**src/rtl/proc_pkg.sv**
```systemverilog
// Shared pipeline-control definitions: register index format and the
// stall controller state encoding.
package proc_pkg;

  // Register index width and the index that stands for "no operand".
  localparam int REG_W = 4;

  typedef logic [REG_W-1:0] reg_idx_t;

  localparam reg_idx_t NULL_REG = reg_idx_t'(15);

  // Stall controller states.
  typedef enum logic {
    RUN      = 1'b0,
    MEM_WAIT = 1'b1
  } stall_state_t;

  // True when a real destination register feeds the given source operand.
  // A NULL_REG destination never matches, so an absent source (also
  // NULL_REG) can never create a hazard.
  function automatic logic src_hits(input reg_idx_t rd, input reg_idx_t rs);
    return (rd != NULL_REG) && (rd == rs);
  endfunction

endpackage

```
**src/rtl/stall_timer.sv**
```systemverilog
// Loadable up-counter that measures how long the pipeline has been frozen
// waiting for data memory. tc_o flags that the count has reached MAX_COUNT.
module stall_timer #(
  parameter int MAX_COUNT = 64
) (
  input  logic clk,
  input  logic rst_n,
  input  logic clr_i,
  input  logic load_i,
  input  logic inc_i,
  output logic tc_o
);

  localparam int TW = $clog2(MAX_COUNT + 1);

  logic [TW-1:0] count_q;
  logic [TW-1:0] count_d;

  // Terminal count: the wait has lasted MAX_COUNT cycles.
  assign tc_o = (count_q == TW'(MAX_COUNT));

  // Next count: clear wins over load, load wins over increment; the count
  // never moves past MAX_COUNT.
  always_comb begin
    // NOTE: default first so every path assigns count_d and no latch is inferred.
    count_d = count_q;
    if (clr_i) begin
      count_d = '0;
    end else if (load_i) begin
      count_d = TW'(1);
    end else if (inc_i && !tc_o) begin
      count_d = count_q + TW'(1);
    end
  end

  // Count register, cleared asynchronously.
  always_ff @(posedge clk or negedge rst_n) begin
    // NOTE: state is written with non-blocking assignments so every flop samples pre-edge values.
    if (!rst_n) begin
      count_q <= '0;
    end else begin
      count_q <= count_d;
    end
  end

endmodule

```
**src/rtl/hazard_stall_ctrl.sv**
```systemverilog
// Pipeline hazard and stall controller. Generates the hold (EN) inputs of
// the four stage registers and the ID/EX bubble select, inserting a single
// bubble on a load-use hazard and freezing the whole pipeline while a
// MEM-stage read waits for data memory. Counts stalled cycles and flags a
// forced release when memory never answers.
module hazard_stall_ctrl
  import proc_pkg::*;
#(
  parameter int MEM_TIMEOUT = 64,
  parameter int CNT_W       = 16
) (
  input  logic             clk,
  input  logic             rst_n,
  input  logic [REG_W-1:0] id_rs_a,
  input  logic [REG_W-1:0] id_rs_b,
  input  logic [REG_W-1:0] id_rs_c,
  input  logic             ex_mem_RE,
  input  logic [REG_W-1:0] ex_rd,
  input  logic             mem_RE,
  input  logic             mem_ack,
  output logic             hold_ifid,
  output logic             hold_idex,
  output logic             hold_exmem,
  output logic             hold_memwb,
  output logic             bubble_idex,
  output logic             mem_timeout,
  output logic [CNT_W-1:0] stall_cnt
);

  stall_state_t     state_q;
  stall_state_t     state_d;
  logic [CNT_W-1:0] stall_cnt_q;
  logic [CNT_W-1:0] stall_cnt_d;

  logic luse;
  logic mwait;
  logic tmr_clr;
  logic tmr_load;
  logic tmr_inc;
  logic tmr_tc;

  // Hazard terms: load in EX feeding any ID operand, and an unanswered read in MEM.
  assign luse  = ex_mem_RE &&
                 (src_hits(ex_rd, id_rs_a) ||
                  src_hits(ex_rd, id_rs_b) ||
                  src_hits(ex_rd, id_rs_c));
  assign mwait = mem_RE && !mem_ack;

  stall_timer #(
    .MAX_COUNT (MEM_TIMEOUT)
  ) u_stall_timer (
    .clk    (clk),
    .rst_n  (rst_n),
    .clr_i  (tmr_clr),
    .load_i (tmr_load),
    .inc_i  (tmr_inc),
    .tc_o   (tmr_tc)
  );

  // Next state and combinational stage controls; memory wait outranks load-use.
  always_comb begin
    state_d     = state_q;
    hold_ifid   = 1'b0;
    hold_idex   = 1'b0;
    hold_exmem  = 1'b0;
    hold_memwb  = 1'b0;
    bubble_idex = 1'b0;
    mem_timeout = 1'b0;
    tmr_clr     = 1'b0;
    tmr_load    = 1'b0;
    tmr_inc     = 1'b0;

    case (state_q)
      RUN: begin
        if (mwait) begin
          // Full freeze; the bubble is not needed since nothing moves.
          hold_ifid  = 1'b1;
          hold_idex  = 1'b1;
          hold_exmem = 1'b1;
          hold_memwb = 1'b1;
          tmr_load   = 1'b1;
          state_d    = MEM_WAIT;
        end else if (luse) begin
          // Keep the consumer in ID, let the load move on to MEM.
          hold_ifid   = 1'b1;
          hold_idex   = 1'b1;
          bubble_idex = 1'b1;
        end
      end

      MEM_WAIT: begin
        if (!mwait) begin
          // Data arrived or the read was cancelled: everything moves this cycle.
          tmr_clr = 1'b1;
          state_d = RUN;
        end else if (tmr_tc) begin
          // Memory never answered: release anyway and report it.
          mem_timeout = 1'b1;
          tmr_clr     = 1'b1;
          state_d     = RUN;
        end else begin
          hold_ifid  = 1'b1;
          hold_idex  = 1'b1;
          hold_exmem = 1'b1;
          hold_memwb = 1'b1;
          tmr_inc    = 1'b1;
        end
      end

      default: begin
        tmr_clr = 1'b1;
        state_d = RUN;
      end
    endcase

    // NOTE: outputs are gated by rst_n directly because the stage registers are
    // not reset; while reset is held they must capture NOPs every cycle.
    if (!rst_n) begin
      hold_ifid   = 1'b0;
      hold_idex   = 1'b0;
      hold_exmem  = 1'b0;
      hold_memwb  = 1'b0;
      bubble_idex = 1'b1;
      mem_timeout = 1'b0;
    end
  end

  // Saturating count of cycles in which the front end is held.
  always_comb begin
    stall_cnt_d = stall_cnt_q;
    if (hold_ifid && (stall_cnt_q != {CNT_W{1'b1}})) begin
      stall_cnt_d = stall_cnt_q + CNT_W'(1);
    end
  end

  // State and statistics registers; a reset mid-stall drops the pending wait.
  always_ff @(posedge clk or negedge rst_n) begin
    if (!rst_n) begin
      state_q     <= RUN;
      stall_cnt_q <= '0;
    end else begin
      state_q     <= state_d;
      stall_cnt_q <= stall_cnt_d;
    end
  end

  assign stall_cnt = stall_cnt_q;

endmodule

```
**config.mk**
```make
export PLATFORM = sky130hd
export DESIGN_NAME = hazard_stall_ctrl
export DESIGN_NICKNAME = d
export VERILOG_FILES = /design/src/rtl/proc_pkg.sv /design/src/rtl/stall_timer.sv /design/src/rtl/hazard_stall_ctrl.sv
export SDC_FILE = /design/constraint.sdc
export NUM_CORES = 1
export LEC_CHECK = 0
export ABC_AREA = 1
export CAP_MARGIN = 10
export CORE_MARGIN = 2
export CORE_UTILIZATION = 50
export DETAILED_ROUTE_END_ITERATION = 6
export PLACE_DENSITY_LB_ADDON = 0.3
export SLEW_MARGIN = 20
export SYNTH_ARGS = -nofsm -noshare
export SYNTH_HDL_FRONTEND = slang
export SYNTH_HIERARCHICAL = 1
export SYNTH_SLANG_ARGS = --single-unit
```
**constraint.sdc**
```tcl
create_clock -name clk -period 2.3 [get_ports clk]
set_input_delay 0.46 -clock clk [delete_from_list [all_inputs] [get_ports clk]]
set_output_delay 0.46 -clock clk [all_outputs]
set_load 0.02 [all_outputs]
```
Yosys cells after proc, flatten, opt, wreduce, memory -nomap -nowiden. Index checks and enable logic that the tools add are counted.

Bits in registers: 24. Output and inout bits: 22.

Bitwise gates (word level): 1. Add/sub/neg operators: 2. Equal/unequal tests: 6. Reduce and logical (&&, ||, !) cells: 12. Mux-type cells: 23.

Operator list (count): two-way mux 7 bit (3); two-way mux 1 bit (18); adder 16 x 1 -> 16 bit, second input constant (1); != test 16 bit, second input constant (1); equality test 4 bit (3); adder 7 x 1 -> 7 bit, second input constant (1); equality test 7 bit, second input constant (1); logical AND 1 bit (7); != test 4 bit, second input constant (1); case mux 1 bit (2 select lines) (2); nonzero test 3 bit (1); logical NOT 1 bit (2); logical OR 1 bit (2); NOT 1 bit (1).

Longest topological paths before layout. Gate-level depths: netlist (run 1).

Word-level depth: 10. Mapped depth: 15. Mapped depth without buffers: 15.

Hierarchy. Netlist (run 1), hierarchy kept.

By module, submodules not included: hazard_stall_ctrl (area each 1386.3 um2, instances 1, cells each 214, seq. area each 425.4 um2); stall_timer (area each 414.1 um2, instances 1, cells each 54, seq. area each 175.2 um2).

Least setup slack after synthesis (run 1). Ideal clock, no wire load.

Path kind: register -> output. Start point: reg u_stall_timer.count_q[0]. End point: out hold_ifid. Setup slack: 0.006 ns. Data required time: 1.840 ns. Cell stages (with the launch flop): 14. Data arrival time: 1.834 ns. Cells stage by stage: dfrtp_1 -> inv_1 -> ha_1 -> nand2_1 -> inv_1 -> nand3_2 -> inv_1 -> clkinv_1 -> nand2_1 -> nand2_1 -> inv_2 -> nor2_4 -> a21boi_1 -> buf_4.

Longest elaborated chain between the ends: 5.

Ends and longest elaborated chain: from (decl) (line stall_timer.sv:16) `logic [TW-1:0] count_q;`; from (signal assigned) (line stall_timer.sv:42) `count_q <= count_d;`; equality test 7 bit (line stall_timer.sv:20) `assign tc_o = (count_q == TW'(MAX_COUNT));`; via tmr_tc (line hazard_stall_ctrl.sv:40) `logic tmr_tc;`; two-way mux 1 bit (2 in series); case mux 1 bit (2 select lines); two-way mux 1 bit; to (decl) (line hazard_stall_ctrl.sv:21) `output logic hold_ifid,`.

The timed path passes the listed nets, and every way through them passes these cells.

Worst setup path in the final report (run 1).
Start point: reg u_stall_timer.count_q[1]. End point: out hold_ifid.

Longest elaborated chain between the ends: 5.

Ends and longest elaborated chain: equality test 7 bit (line stall_timer.sv:20); via tmr_tc (line hazard_stall_ctrl.sv:40); two-way mux 1 bit (line hazard_stall_ctrl.sv:96) `end else if (tmr_tc) begin`; two-way mux 1 bit (line hazard_stall_ctrl.sv:92) `if (!mwait) begin`; case mux 1 bit (2 select lines) (line hazard_stall_ctrl.sv:73) `case (state_q)`; two-way mux 1 bit (line hazard_stall_ctrl.sv:118) `if (!rst_n) begin`.

The timed path passes the listed nets, and every way through them passes these cells.

==> summary by stage, run 1 <==
Setup path
The worst setup path is launched from a flop. Along the worst path, the maximum fanout reaches 2. The class of the most critical setup path is flop to output pin.

The critical path required time is 1.84 ns. The data arrival time at the worst-slack endpoint is 1.83 ns. The critical path capture point type is an output pin.

Place
The count of placed standard cells including taps is 370. In this run the tool buffered the top-level ports with 42 buffer cells. Summed over all nets, the half-perimeter wirelength after detailed placement is about 3200 µm.

The placer's final routability congestion estimate is between 0.8 and 0.9.

Yosys
The cell count after synthesis came out at 268. Yosys mapped a number of flops with a built-in enable equal to 0. Synthesis produced a netlist with a net count of between 200 and 300. The primary flip-flop cell chosen by synthesis mapping is dfrtp_1. The async set or reset register ratio after synthesis is 100%.

The distinct cell type count of the synthesized netlist is 30. During synthesis, Yosys emitted a total of 6 warnings. The share of the Yosys chip area taken by registers is 33.4%. Averaged over all synthesized cells, the footprint is around 6.7 µm². Synthesis inferred 24 register bits. In this run the cell area of the synthesized design comes to 0.00180 mm².

Timing
The number of slew-limit violations in the final report is 0. The worst-case clock skew is 0.00271 ns. For the finished layout, the period the worst path requires is approximately 2.3 ns. The final-layout setup total negative slack is 0 ns.

The number of hold-slack violations in the final timing report is 0. The post-route clock period utilization is 99.6%. Setup repair after global routing could not meet its margin everywhere. In this run the tightest slew margin relative to its limit is 75.8%.

For the pin with the worst max-slew slack, the measured transition is 0.363 ns. The upper clock frequency limit is 0.437 GHz. The final count of negative-setup-slack endpoints is 0.

Clocking
The clock insertion delay at the later pin of the skew report is between 0.3 and 0.4 ns. The maximum level of the CTS H-tree is 1. The number of clock buffers added by TritonCTS is 3. The clock root buffer is clkbuf_4. The clock tree from TritonCTS is built. The clock net sink count is 24. The maximum buffer depth of the clock tree is 2. After clock tree synthesis, the clock-pin slew on the worst setup and hold paths is roughly 0.14 ns.

GRT
The initial antenna violation count is 0. The number of global-route vias before repair is 1766. For this run the aggregate overflow at the end of global routing stands at 0.

The first global-routing pass estimated 7580 µm of wire. Entering global routing, the biggest net connects 25 pins. The overall routing resource usage is a little under a quarter.

Routing
The first detailed-routing pass took 4 iterations. The wire length per cell is 12.4 µm. The total wire length is 4690 µm.

The count of nets left with antenna violations once routing finished came out at 0. After detailed routing, the number of remaining DRC violations is 0. The violation count after the first detailed-route iteration is 128.

The vias per cell is 5.04. The number of vias after detailed routing is between 1.5k and 2k.

Floorplanning
The count of boundary I/O pins is between 40 and 50. The initial utilization of the core area, before any placement, comes to 53.1%. The floorplan step set the die width to about 64 µm. The height of the chip is approximately 64 µm.

The die covers 0.00410 mm². Row generation in the floorplan step produced 21 rows. The area of the core is 0.00339 mm².

Run status
The flow ran to the end, and the final reports show no timing, DRC or antenna violations.

Finish
After filler insertion, the fill cell instance count of the layout stands at 248. The number of standard cells in the layout, taps in and fillers out is around 380. 0 antenna diodes ended up in the layout.

The register area is around 600 µm². For this run, the post-layout net count is 357. The synthesis-to-layout area growth is 41.4%.

In the final layout, the share of cells above drive strength 1 is 22.3%. The footprint of the multi-input gates is about 0.0011 mm².

Power and ir drop
For this design the static power due to leakage is 0.00146 µW. Dividing total power by cell area gives a power density of between 500 and 600 mW/mm². The worst-case IR drop observed on VDD is 0.317 mV.

Worst hold path
The worst hold path belongs to the class flop to flop.

Job
The tool flagged a number of max-cap violations equal to 0.
## report_power, final
group	leakage, µW	internal (µW)	switching [µW]	total, µW
Combinational	0.00111	214	231	445
Sequential	0.000327	464	55.8	520
Clock	0.0000279	176	141	318
## cell families (layout without fill, tap and decap cells)
kind of cell             Yosys count  after routing  synth area share, %
flip-flops                        24             24                 33.4
buffers and inverters             47            111                 10.8
XOR/XNOR                          15             15                 7.30
AO/OA/AOI/OAI                      8              8                 2.85
adder cells (fa/ha/maj)            3              3                 2.09
AND/OR/NAND/NOR                  171            171                 43.6
## layer usage
| metal | wire length, µm | part of all wire, % | global-route usage (%) |
|---|---|---|---|
| met1 | 2040 | 43 | 30.3 |
| met3 | 175 | 3.7 | 2.29 |
| met2 | 2430 | 52 | 38.5 |
| met4 | 49 | 1.0 | 7.88 |
| met5 | 0 | 0 | 0 |
## synthesized netlist by cell type (2+ instances only)
cell / n / area (µm²)
buf_2: 3 / 15.0
buf_4: 2 / 15.0
dfrtp_1: 24 / 601
ha_1: 3 / 37.5
inv_1: 32 / 120
inv_2: 8 / 30.0
nand2_1: 98 / 368
nand2_2: 5 / 31.3
nand3_1: 9 / 45.0
nand3_2: 3 / 30.0
nand4_1: 19 / 119
nor2_1: 27 / 101
nor2_2: 2 / 12.5
nor2_4: 2 / 22.5
nor3_1: 2 / 10.0
o21ai_1: 2 / 10.0
xnor2_1: 8 / 70.1
xor2_1: 7 / 61.3
## final timing paths
kind / start / endpoint / slack, ns / cells after the start
max in group asynchronous: rst_n / stall_cnt[9]$_DFFE_PN0P_ / 1.38 / 3
max: u_stall_timer/count_q[1]$_DFFE_PN0P_ / hold_ifid / 0.01 / 13
min reg2reg: stall_cnt[8]$_DFFE_PN0P_ / stall_cnt[8]$_DFFE_PN0P_ / 0.55 / 2
min: stall_cnt[8]$_DFFE_PN0P_ / stall_cnt[8]$_DFFE_PN0P_ / 0.55 / 2
max reg2reg: u_stall_timer/count_q[1]$_DFFE_PN0P_ / stall_cnt[4]$_DFFE_PN0P_ / 0.14 / 16
min in group asynchronous: rst_n / u_stall_timer/count_q[0]$_DFFE_PN0P_ / 0.68 / 3
## cell usage in the layout (no fill, tap or decap), types with 6 or more instances in the layout
master / netlist / layout
nor2_1: 27 / 23
xnor2_1: 8 / 8
nand3_1: 9 / 8
dfrtp_1: 24 / 24
clkdlybuf4s50_1: 0 / 20
nand2_2: 5 / 9
dlymetal6s2s_1: 0 / 12
nor2_2: 2 / 6
xor2_1: 7 / 7
nand4_1: 19 / 19
nand2_1: 98 / 93
inv_1: 32 / 28
buf_4: 2 / 27
inv_2: 8 / 13
## worst max-delay path, cell delays in order, from the launching register on
cell	delay, ns
dfrtp_1	0.39
inv_2	0.06
ha_4	0.16
nand2_2	0.06
inv_2	0.03
nand3_2	0.06
inv_2	0.04
inv_2	0.06
nand2_2	0.07
nand2_2	0.07
inv_2	0.05
nor2_4	0.10
a21boi_4	0.22
buf_6	0.14
## final cells by class
type,count,area share (%)
Sequential cell,24,23.6
Timing Repair Buffer,66,24.2
Multi-Input combinational cell,197,41.9
Inverter,41,6.04
Clock inverter,1,1.18
Clock buffer,3,0.885
Tap cell,46,2.26
## metrics by stage
| stage | instance area [µm²] | utilization [%] | worst slack [ns] | hold WS, ns | total power [µW] |
|---|---|---|---|---|---|
| 3_5_place_dp | 2390 | 70.4 | -0.550 | 0.523 | 929 |
| 3_3_place_gp | 2390 | 70.4 | -0.517 | 0.509 | 915 |
| 2_1_floorplan | 1800 | - | 0.00629 | 0.164 | 731 |
| 4_1_cts | 2400 | 70.9 | -0.0619 | 0.555 | 1230 |
| 6_report | 2550 | 75.1 | 0.00998 | 0.551 | 1280 |
| 5_1_grt | 2550 | 75.1 | -0.0903 | 0.592 | 1360 |
## sequential cells by signal (all words and copies together) (netlist names)
register,flops
stall_cnt,16
state_q,1
u_stall_timer/count_q,7
## timing repair
action | CTS | global route
hold buffers | 0 | 0
setup endpoints to repair | 6 | 6
cloned | 0 | 0
pin swaps | 0 | 11
resized for setup | 30 | 40
buffers inserted | 0 | 4
Power figures use the tool's default switching activity.
==> run 2: changes to the inputs <==
--- a/config.mk
+++ b/config.mk
@@ -8,7 +8,7 @@
 export ABC_AREA = 1
 export CAP_MARGIN = 10
 export CORE_MARGIN = 2
-export CORE_UTILIZATION = 50
+export CORE_UTILIZATION = 25
 export DETAILED_ROUTE_END_ITERATION = 6
 export PLACE_DENSITY_LB_ADDON = 0.3
 export SLEW_MARGIN = 20
==> run 2 against run 1 <==
Critical path depth shrank 3. Clock power shrank 21%. Utilization shrank 37 points. Critical endpoint is now bubble_idex. Clock skew grew 0.0024 ns. Fmax grew 2.2%. Global-route usage shrank 11 points. First-iteration DRC count shrank 76%. Register-to-register slack gained 0.21 ns. Combinational power shrank 1%. Power shrank 5.9%. Cell count grew 14%. Largest cell class unchanged. Sequential power is essentially flat.
==> summary by stage, run 2 (same netlist as run 1, synthesis figures left out) <==
Power and ir drop
The part of the total power dissipated in the clock network is 20.7% (-4.1 points). The combinational share of power is 36.4% (+1.7 points). The cell internal power dissipation is 795 µW (-7.0%). The overall power is 1210 µW (-5.9%).

The share of total power consumed by net switching is 34.1% (+0.75 points). The net switching component of the power was 412 µW (-3.8%). The sequential power share was 42.9% (+2.4 points). The ratio of total power to cell area was 456 mW/mm² (-9.5%). The cell leakage power is 0.00146 µW (-0.45%). The peak supply drop is 0.220 mV (-31%).

Clocking
The number of buffers inserted for hold repair after clock tree synthesis is 0 (unchanged). CTS placed an instance of clkbuf_8 at the clock tree root. The maximum buffer depth of the clock tree was 2 (unchanged). The clock edge transition at the registers on the reported setup and hold paths is 0.08 ns (-0.06 ns). The clock net sink count is 24 (unchanged). The clock tree from TritonCTS is built. The clock buffer count from CTS came to 3 (unchanged).

The maximum level of the CTS H-tree came to 1 (unchanged). The clock insertion delay at the later pin of the skew report is 0.27 ns (-0.06 ns).

Place
The cell area after placement is 0.00248 mm² (+4.1%). The placer's final routability congestion estimate is 0.842 (-5.7%). The number of port buffers is 42 (unchanged). The half-perimeter wire length of the detailed placement result is 3520 µm (+11%).

Finish
The synthesis-to-layout area growth is 46.9%. The fill cell total of the finished layout was 732 (+200%). Leaving out fill and tap cells, the most frequent cell in the layout is nand2_1. The number of flip-flops in the largest register is 16 (unchanged). The register area is 601 µm² (unchanged). Leaving out fill and tap cells, the most frequent cells in the layout are nand2_1 (96), inv_1 (30), buf_4 (27). The diode insertion count for antenna repair is 0 (unchanged).

The footprint of the multi-input gates is 0.00108 mm² (+1.8%). The final layout net count was 360 (+0.84%). The post-route standard cell area excluding fillers is 0.00265 mm² (+3.9%). The fraction of final layout cells sized beyond drive strength 1 is 22.5% (+0.17 points).

Setup path
The critical path required time came to 1.84 ns (about the same). In this design, the critical path's most frequently occurring cell is nand2_1. The worst path buffer plus inverter count was 3 (-3). The kind of start point of the critical path is an input pin. The cell family contributing the most delay on the critical path is buffers and inverters. The critical path is of the input pin to output pin type. The critical path capture point type is an output pin.

The maximum net fanout on the critical path was 3 (+1). The cell at the slowest stage of the critical path is clkdlybuf4s50_1. Traced cell by cell, the critical path runs through clkdlybuf4s50_1, inv_1, nand2_1, nand2_1, nor2_2, nand2_1, nand3_2, nand2_4, o31ai_4, buf_6. The worst stage delay on the critical path is 0.48 ns (+0.09 ns). The data arrival time at the worst-slack endpoint is 1.78 ns (-0.05 ns).

Floorplanning
The die footprint was 0.00790 mm² (+93%). The starting utilization of the core area is 26.2% (-27 points). The count of boundary I/O pins came to 43 (unchanged).

The area of the core is 0.00687 mm² (+100%). The die width was 88.9 µm (+39%). The height of the chip is 88.9 µm (+39%). The number of standard-cell rows in the floorplan is 30 (+43%).

Routing
The detailed-router iteration count before antenna repair is 4 (unchanged). The violation count after the first detailed-route iteration is 31 (-76%). The vias per cell is 4.24 (-16%). The number of vias after detailed routing was 1824 (-4.4%). The total DRC errors in the routed layout is 0 (unchanged). The wire length per cell came to 10.9 µm (-13%). The post-detailed-route count of antenna-violating nets is 0 (unchanged). The total wire length is 4670 µm (-0.51%).

Worst hold path
The worst hold path belongs to the class flop to flop.

GRT
The met2 usage is 19.5% (-19 points). The overall routing resource usage came to 11.8% (-11 points). The pin count of the biggest net entering global routing is 25 (unchanged). The initial antenna violation count came to 0 (unchanged). The peak-usage layer in the global routing report is met2. The met3 capacity usage during global routing is 1.21% (-1.1 points). The global-route wire length before repair is 7460 µm (-1.6%). The number of global-route vias before repair is 1683 (-4.7%). The global-route met1 utilization was 16.4% (-14 points). The total grt overflow was 0 (unchanged).

Timing
The worst-case clock skew was 0.00506 ns (+0.00236 ns). The post-route clock period utilization is 97.4% (-2.2 points). The number of slew-limit violations in the final report is 0 (unchanged). The number of hold-slack violations in the final timing report is 0 (unchanged).

The clock period minus final worst setup slack is 2.24 ns (-0.0498 ns). The pin slew with the least headroom to its limit is 0.334 ns (-0.0292 ns). The worst hold slack is 0.537 ns (-0.0140 ns).

The worst slew margin relative to its limit is 77.8% (+2.0 points). The final count of negative-setup-slack endpoints came to 0 (unchanged). The upper clock frequency limit is 0.446 GHz (+2.2%).

Job
The number of violations of the max-capacitance limit came to 0 (unchanged).

Run status
The run finished with clean final reports.
run 2: path summary, 6_finish.rpt:
kind	startpoint	to	slack [ns]	cells after the start
min	stall_cnt[1]$_DFFE_PN0P_	stall_cnt[1]$_DFFE_PN0P_	0.54	2
max in group asynchronous	rst_n	u_stall_timer/count_q[4]$_DFFE_PN0P_	1.28	3
max	id_rs_b[3]	bubble_idex	0.06	10
max reg2reg	u_stall_timer/count_q[0]$_DFFE_PN0P_	stall_cnt[13]$_DFFE_PN0P_	0.35	17
min in group asynchronous	rst_n	stall_cnt[12]$_DFFE_PN0P_	0.76	3
min reg2reg	stall_cnt[1]$_DFFE_PN0P_	stall_cnt[1]$_DFFE_PN0P_	0.54	2
run 2: power groups by stage:
stage | Sequential (µW) | Clock (µW) | Combinational, µW
3_5_place_dp | 524 | 0 | 417
4_1_cts | 517 | 262 | 416
5_1_grt | 528 | 271 | 487
6_report | 517 | 250 | 439
3_3_place_gp | 524 | 0 | 415
2_1_floorplan | 559 | 0 | 172
run 2: worst min-delay path: cells and delay by family (launching register included):
kind	cells	cell delay (ns)
flops	1	0.40
simple gates	2	0.12
run 2: timing repair:
item                                    4_1_cts  5_1_grt
pin swaps                                     1        8
endpoints found under the hold margin         0        0
endpoints found under the setup margin        6        6
setup buffers                                 0        4
gates resized for setup                      37       30
run 2: area by class of cell:
type / count / share of cell area (%)
clock buffers: 3 / 1.56
inverters: 41 / 5.82
multi-input cells: 197 / 41.0
flip-flops and latches: 24 / 22.7
well taps: 96 / 4.54
repair buffers: 69 / 24.4
run 2: layer usage:
layer,wire [µm],part of all wire (%),up-vias
met5,0,0,-
met2,2130,46,40
met4,50,1.1,0
met1,2280,49,814
met3,198,4.2,4
li1,-,-,966
run 2: stage by stage:
step                      worst slack [ns]  util (%)  std cells   TNS (ns)
after floorplan                    0.00629         -        268          0
after global placement              -0.562      36.2        423      -3.03
after detailed placement            -0.572      36.2        423      -3.10
after CTS                         -0.00582      36.7        426   -0.00582
after global routing             -0.000556      38.5        430  -0.000772
final                               0.0597      38.5        430          0
